## src/rtl/cic_pkg.sv

```systemverilog
// Shared CIC definitions: internal width helpers and the rate/order limits
// used by both the interpolator and the decimator chain.
package cic_pkg;

    localparam int MaxRate       = 64;
    localparam int MaxOrder      = 6;
    // Width of the zero-stuff phase counter (holds Rate-1 up to MaxRate-1).
    localparam int ZeroCountBits = $clog2(MaxRate);

    // Bit growth of an N-stage CIC with differential delay 1.
    function automatic int CicGrowthBits(input int rate, input int order);
        return order * $clog2(rate);
    endfunction

    // Internal datapath width of the interpolator.
    function automatic int CicInterpWidth(input int in_bits, input int rate, input int order);
        return in_bits + CicGrowthBits(rate, order);
    endfunction

endpackage

```

## src/rtl/cic_comb_stage.sv

```systemverilog
// One CIC comb section (differential delay 1): c_o = c_i - c_i(previous accept).
// The delay register only advances when en_i is high, so the comb runs at
// the input sample rate.
module cic_comb_stage
    import cic_pkg::*;
#(
    parameter int Width = 22
) (
    input  logic             clk,
    input  logic             rst,
    input  logic             en_i,
    input  logic [Width-1:0] c_i,
    output logic [Width-1:0] c_o
);

    logic [Width-1:0] d_q;
    logic [Width-1:0] d_d;

    // Next delay value and the modular difference.
    always_comb begin
        if (en_i) begin
            d_d = c_i;
        end else begin
            d_d = d_q;
        end
        c_o = c_i - d_q;
    end

    // Delay register, cleared by the synchronous reset.
    always_ff @(posedge clk) begin
        if (rst) begin
            d_q <= '0;
        end else begin
            d_q <= d_d;
        end
    end

endmodule

```

## src/rtl/cic_interpolator.sv

```systemverilog
// N-stage CIC interpolator, upsampling by Rate. Combs run at the input rate,
// the input is zero-stuffed R-fold, integrators run at the output rate.
// Valid/ready handshake on both sides; at most one output per cycle.
// Build option: define CIC_INTERPOLATOR_ROUND_EN to round half up (with
// saturation) instead of truncating when output LSBs are dropped.
module cic_interpolator
    import cic_pkg::*;
#(
    parameter int InputLengthBits  = 16,
    parameter int OutputLengthBits = 22,
    parameter int Rate             = 4,
    parameter int Order            = 3
) (
    input  logic                        clk,
    input  logic                        rst,
    input  logic [InputLengthBits-1:0]  in,
    input  logic                        in_valid,
    output logic                        in_ready,
    output logic [OutputLengthBits-1:0] out,
    output logic                        out_valid,
    input  logic                        out_ready
);

    localparam int W  = CicInterpWidth(InputLengthBits, Rate, Order);
    localparam int ZW = ZeroCountBits;
    localparam logic [ZW-1:0] ZerosReload = ZW'(Rate - 1);

    if (Rate < 2 || Rate > MaxRate) begin : g_bad_rate
        $error("cic_interpolator: Rate must be in 2..64");
    end
    if (Order < 1 || Order > MaxOrder) begin : g_bad_order
        $error("cic_interpolator: Order must be in 1..6");
    end
    if (OutputLengthBits < InputLengthBits) begin : g_bad_width
        $error("cic_interpolator: OutputLengthBits must be >= InputLengthBits");
    end

    logic [W-1:0]                comb_s      [0:Order];
    logic [W-1:0]                integ_q     [0:Order-1];
    logic [W-1:0]                integ_d     [0:Order-1];
    logic [W-1:0]                integ_sum_s [0:Order-1];
    logic [W-1:0]                x_s;
    logic [W-1:0]                integ_last_s;
    logic [ZW-1:0]               zeros_left_q;
    logic [ZW-1:0]               zeros_left_d;
    logic [OutputLengthBits-1:0] out_q;
    logic [OutputLengthBits-1:0] out_d;
    logic [OutputLengthBits-1:0] scaled_s;
    logic                        out_valid_q;
    logic                        out_valid_d;
    logic                        advance_s;
    logic                        accept_s;
    logic                        step_s;

    // The output register can take a new value when empty or being drained.
    assign advance_s = !out_valid_q || out_ready;
    assign in_ready  = !rst && (zeros_left_q == '0) && advance_s;
    assign accept_s  = in_valid && in_ready;
    // Integrators step on an accepted sample or on each stuffed zero phase.
    assign step_s    = accept_s || (advance_s && (zeros_left_q != '0));
    assign comb_s[0] = {{(W-InputLengthBits){in[InputLengthBits-1]}}, in};

    for (genvar k = 0; k < Order; k++) begin : g_comb
        cic_comb_stage #(
            .Width (W)
        ) u_comb (
            .clk  (clk),
            .rst  (rst),
            .en_i (accept_s),
            .c_i  (comb_s[k]),
            .c_o  (comb_s[k+1])
        );
    end

    // Direct integrator cascade: each stage adds the freshly updated previous stage.
    always_comb begin
        if (accept_s) begin
            x_s = comb_s[Order];
        end else begin
            x_s = '0;
        end
        integ_sum_s[0] = integ_q[0] + x_s;
        for (int k = 1; k < Order; k++) begin
            integ_sum_s[k] = integ_q[k] + integ_sum_s[k-1];
        end
    end

    assign integ_last_s = integ_sum_s[Order-1];

    if (OutputLengthBits >= W) begin : g_extend
        assign scaled_s = OutputLengthBits'($signed(integ_last_s));
    end else begin : g_drop
        localparam int Drop = W - OutputLengthBits;
`ifdef CIC_INTERPOLATOR_ROUND_EN
        localparam logic [W:0] Half = {{W{1'b0}}, 1'b1} << (Drop - 1);
        logic [W:0] round_sum_s;
        logic       unused_round_s;
        assign round_sum_s    = {integ_last_s[W-1], integ_last_s} + Half;
        assign unused_round_s = ^round_sum_s[Drop-1:0];
        // Round half up, then clamp if the rounded value left the output range.
        always_comb begin
            if (round_sum_s[W] == round_sum_s[W-1]) begin
                scaled_s = round_sum_s[W-1:Drop];
            end else if (round_sum_s[W]) begin
                scaled_s = {1'b1, {(OutputLengthBits-1){1'b0}}};
            end else begin
                scaled_s = {1'b0, {(OutputLengthBits-1){1'b1}}};
            end
        end
`else
        logic unused_lsb_s;
        assign scaled_s     = integ_last_s[W-1:Drop];
        assign unused_lsb_s = ^integ_last_s[Drop-1:0];
`endif
    end

    // Next state of integrators, zero-stuff counter and output register.
    always_comb begin
        zeros_left_d = zeros_left_q;
        out_d        = out_q;
        out_valid_d  = out_valid_q;
        for (int k = 0; k < Order; k++) begin
            integ_d[k] = integ_q[k];
        end
        if (step_s) begin
            for (int k = 0; k < Order; k++) begin
                integ_d[k] = integ_sum_s[k];
            end
            out_d       = scaled_s;
            out_valid_d = 1'b1;
            if (accept_s) begin
                zeros_left_d = ZerosReload;
            end else begin
                zeros_left_d = zeros_left_q - ZW'(1);
            end
        end else if (advance_s) begin
            out_valid_d = 1'b0;
        end else begin
            out_valid_d = out_valid_q;
        end
    end

    // State registers; reset also drops any pending zero-stuff phases.
    always_ff @(posedge clk) begin
        if (rst) begin
            for (int k = 0; k < Order; k++) begin
                integ_q[k] <= '0;
            end
            zeros_left_q <= '0;
            out_q        <= '0;
            out_valid_q  <= 1'b0;
        end else begin
            for (int k = 0; k < Order; k++) begin
                integ_q[k] <= integ_d[k];
            end
            zeros_left_q <= zeros_left_d;
            out_q        <= out_d;
            out_valid_q  <= out_valid_d;
        end
    end

    assign out       = out_q;
    assign out_valid = out_valid_q;

endmodule

```

## config.mk

```make
export PLATFORM = sky130hd
export DESIGN_NAME = cic_interpolator
export DESIGN_NICKNAME = d
export VERILOG_FILES = /design/src/rtl/cic_pkg.sv /design/src/rtl/cic_comb_stage.sv /design/src/rtl/cic_interpolator.sv
export SDC_FILE = /design/constraint.sdc
export NUM_CORES = 1
export LEC_CHECK = 0
export ABC_AREA = 1
export CORE_MARGIN = 4
export CORE_UTILIZATION = 40
export CTS_CLUSTER_SIZE = 25
export DETAILED_ROUTE_END_ITERATION = 8
export PLACE_DENSITY = 0.52
export SETUP_SLACK_MARGIN = 0.3
export SLEW_MARGIN = 15
export SYNTH_ARGS = -nofsm -noshare
export SYNTH_HDL_FRONTEND = slang
export SYNTH_HIERARCHICAL = 1
export SYNTH_SLANG_ARGS = --single-unit
```

## constraint.sdc

```tcl
create_clock -name clk -period 21.1 [get_ports clk]
set_input_delay 2.11 -clock clk [delete_from_list [all_inputs] [get_ports clk]]
set_output_delay 2.11 -clock clk [all_outputs]
set_load 0.005 [all_outputs]
```

==> metrics.md <==
| Metric | Value |
|---|---|
| Initial antenna violation count | `0` |
| Core area | `0.0326 sq mm` |
| Post-route DRC | `0` |
| DRT Pass-1 Iters | `5` |
| Number of CTS-inserted buffers | `17` |
| Cell with the most instances after synthesis | `nand2_1` |
| I/O Pins | `44` |
| Warnings from Yosys | `6` |
| Total of max-cap violations | `0` |
| DP Worst Slack | `10.40 ns` |
| I/O Buffers | `43` |
| Number of fill cells | `3,478` |
| Reg-to-reg slack, setup | `12.63 ns` |
| Sequential share of the synthesized area | `0.210` |
| Cts hold-fix bufs | `0` |
| CTS-repair resized insts | `0` |
| H-tree depth | `4` |
| Arr. time, crit path | `10.62 ns` |
| Fin. Hold Viols | `0` |
| Max clock buf depth | `2` |
| WS Path Type | `input pin to flop` |
| Status | `finished, final reports clean` |
| Number of synthesized register bits | `139` |
| Worst Hold End | `g_comb[2].u_comb/d_q[14]` |
| Syn_nets | `2,234` |
| ANT nets after route | `0` |
| Placer Congestion | `0.924` |
| DP HPWL | `28.7 mm` |
| Count of final setup violators | `0` |
| Tot GR Track Use | `0.207` |
| Worst setup margin | `10.81 ns` |
| CP max-delay cell | `fa_1` |
| Met1 usage | `0.246` |
| Initial core utilization | `0.406` |
| Die Height | `190 microns` |
| Initial DRC Count | `610` |
| Share of layout cells above drive strength 1 | `0.0703` |
| Final min period | `10.29 ns` |
| Post-synth ARST share | `0` |
| Reg2reg path depth | `45` |
| Synth Cell Area | `0.0132 sq mm` |
| # rows | `66` |
| Largest net degree at the start of global routing | `76` |
| Clk_skew | `0.0137 ns` |
| GR Layer Usage met3 | `0.0369` |
| RSZ-0062 raised after global routing | `false` |
| Avg WL per Cell | `14.3 microns` |
| RR Startpoint | `g_comb[0].u_comb/d_q[0]` |
| Slowest stage delay, CP | `0.43 ns` |
| Max Clock Freq | `0.0972 GHz` |
| Setup bufs post-CTS | `0` |
| Final period util | `0.488` |
| Most used cell, CP | `nand2_1` |
| Synth top area share | `0.210` |
| Syn-to-layout area delta | `9.29%` |
| Netlist cell types | `53` |
| Most Crowded Layer GR | `met2` |
| Hold path cells | `2` |
| Clock Tree Root | `clkbuf_16` |
| Met2 usage | `0.374` |
| Setup TNS | `0 ns` |
| Setup crit start kind | `input pin` |
| CTS tree | `done` |
| Final core utilization | `0.444` |
| Synthesized instance count | `2,077` |
| Clock sinks | `139` |
| Synth Flop Type | `dfxtp_1` |
| Worst-margin pin slew | `1.04 ns` |
| Worst hold path startpoint | `g_comb[2].u_comb/d_q[14]` |
| Vias in the first global route | `12,300` |
| Crit path max fanout | `5` |
| Worst path required time | `21.43 ns` |
| Gr ovfl total | `0` |
| Max Slew Vio Count | `0` |
| WHS | `0.470 ns` |
| R2R Path End | `out[20]` |
| Worst hold path type | `flop to flop` |
| Diodes inserted | `0` |
| Area contributors post-synth | `dfxtp_1 (21%), nand2_1 (14%), ha_1 (12%), inv_1 (10%), nor2_1 (6.3%)` |
| Fin nets | `2,235` |
| First-pass GRT wire length | `60.8 mm` |
| Drt total wl | `36.3 mm` |
| Clock transition at path regs | `0.06 ns` |
| Worst-Skew Late Latency | `0.45 ns` |
| Max_slew headroom | `0.303` |
| Post-synth EDFFs | `0` |
| Avg Vias per Cell | `4.90` |
| Top post-synthesis cells by count | `nand2_1 (501), inv_1 (361), nor2_1 (223)` |
| Crit. End Element | `flop` |
| Vias | `12,400` |
| Yosys top cell by area | `dfxtp_1` |
| Post-Syn Area per Cell | `6.37 sq um` |
| Horiz. Die Dim | `190 microns` |
| Die ar. | `0.0361 sq mm` |
[sequential cells by signal, indices dropped and copies added, names as in the netlist]
signal and count:
integ_q 44, g_comb.u_comb/d_q 66, out 22, zeros_left_q 6, out_valid 1
[metal layers]
layer | wire (microns) | vias to the layer above
li1 | - | 6629
met3 | 1220 | 50
met5 | 0 | -
met4 | 990 | 0
met2 | 17800 | 188
met1 | 16200 | 5554
[cell type report]
type	instances	area, sq um	share of cell area
clock inverter	14	145	0.0100
inverter	368	1380	0.0955
multi-input combinational	1505	8710	0.602
sequential	139	2780	0.192
tap	442	553	0.0382
timing repair buffer	47	455	0.0315
clock buffer	18	439	0.0304
[cells by family after synthesis]
logic type      after synthesis  share of synthesized area
compound gates              331                      0.157
xor+xnor                     85                     0.0568
flops                       139                      0.210
buf+inv                     433                      0.132
fa+ha+maj                   137                      0.133
simple gates                952                      0.312
[through the flow]
step / cells / area [sq um]
after floorplan: 2077 / 13200
after global placement: 2501 / 13900
after detailed placement: 2501 / 13900
after CTS: 2533 / 14500
after global routing: 2533 / 14500
final: 2533 / 14500
[critical path, delay by kind of cell]
kind	cells	cell delay, ns
AND/OR/NAND/NOR	19	2.21
XOR/XNOR	4	1.16
buffers and inverters	7	0.80
AO/OA/AOI/OAI	10	2.03
adder cells (fa/ha/maj)	7	2.31
[cells in the final DEF, fill, tap and decap left out, types with 8 or more instances in the layout]
master	count
nor3_1	11
ha_1	131
nor2_2	8
clkbuf_16	17
nand3_2	12
nor2_1	223
o21ai_0	77
nor2_4	10
xnor2_1	14
a211oi_1	65
o21bai_1	33
nand2_1	501
nand2_2	39
inv_1	358
a21oi_2	10
nand4_1	21
inv_2	9
clkdlybuf4s50_1	42
o211ai_1	10
dfxtp_1	139
xor2_1	70
a21oi_1	104
nand3_1	106
[worst max-delay path by stage]
stage | startpoint | endpoint | cells past startpoint
final | in[0] | out[20] | 47
after global routing | in[0] | out[19] | 44
after CTS | in[0] | out[20] | 47
after detailed placement | in[0] | out[20] | 47
after global placement | in[0] | out[20] | 46
after floorplan | in[0] | out[21] | 47
Power is left out: the tool's default activity adds up to more than one toggle a clock period on the data nets, which glitch-free logic cannot reach.
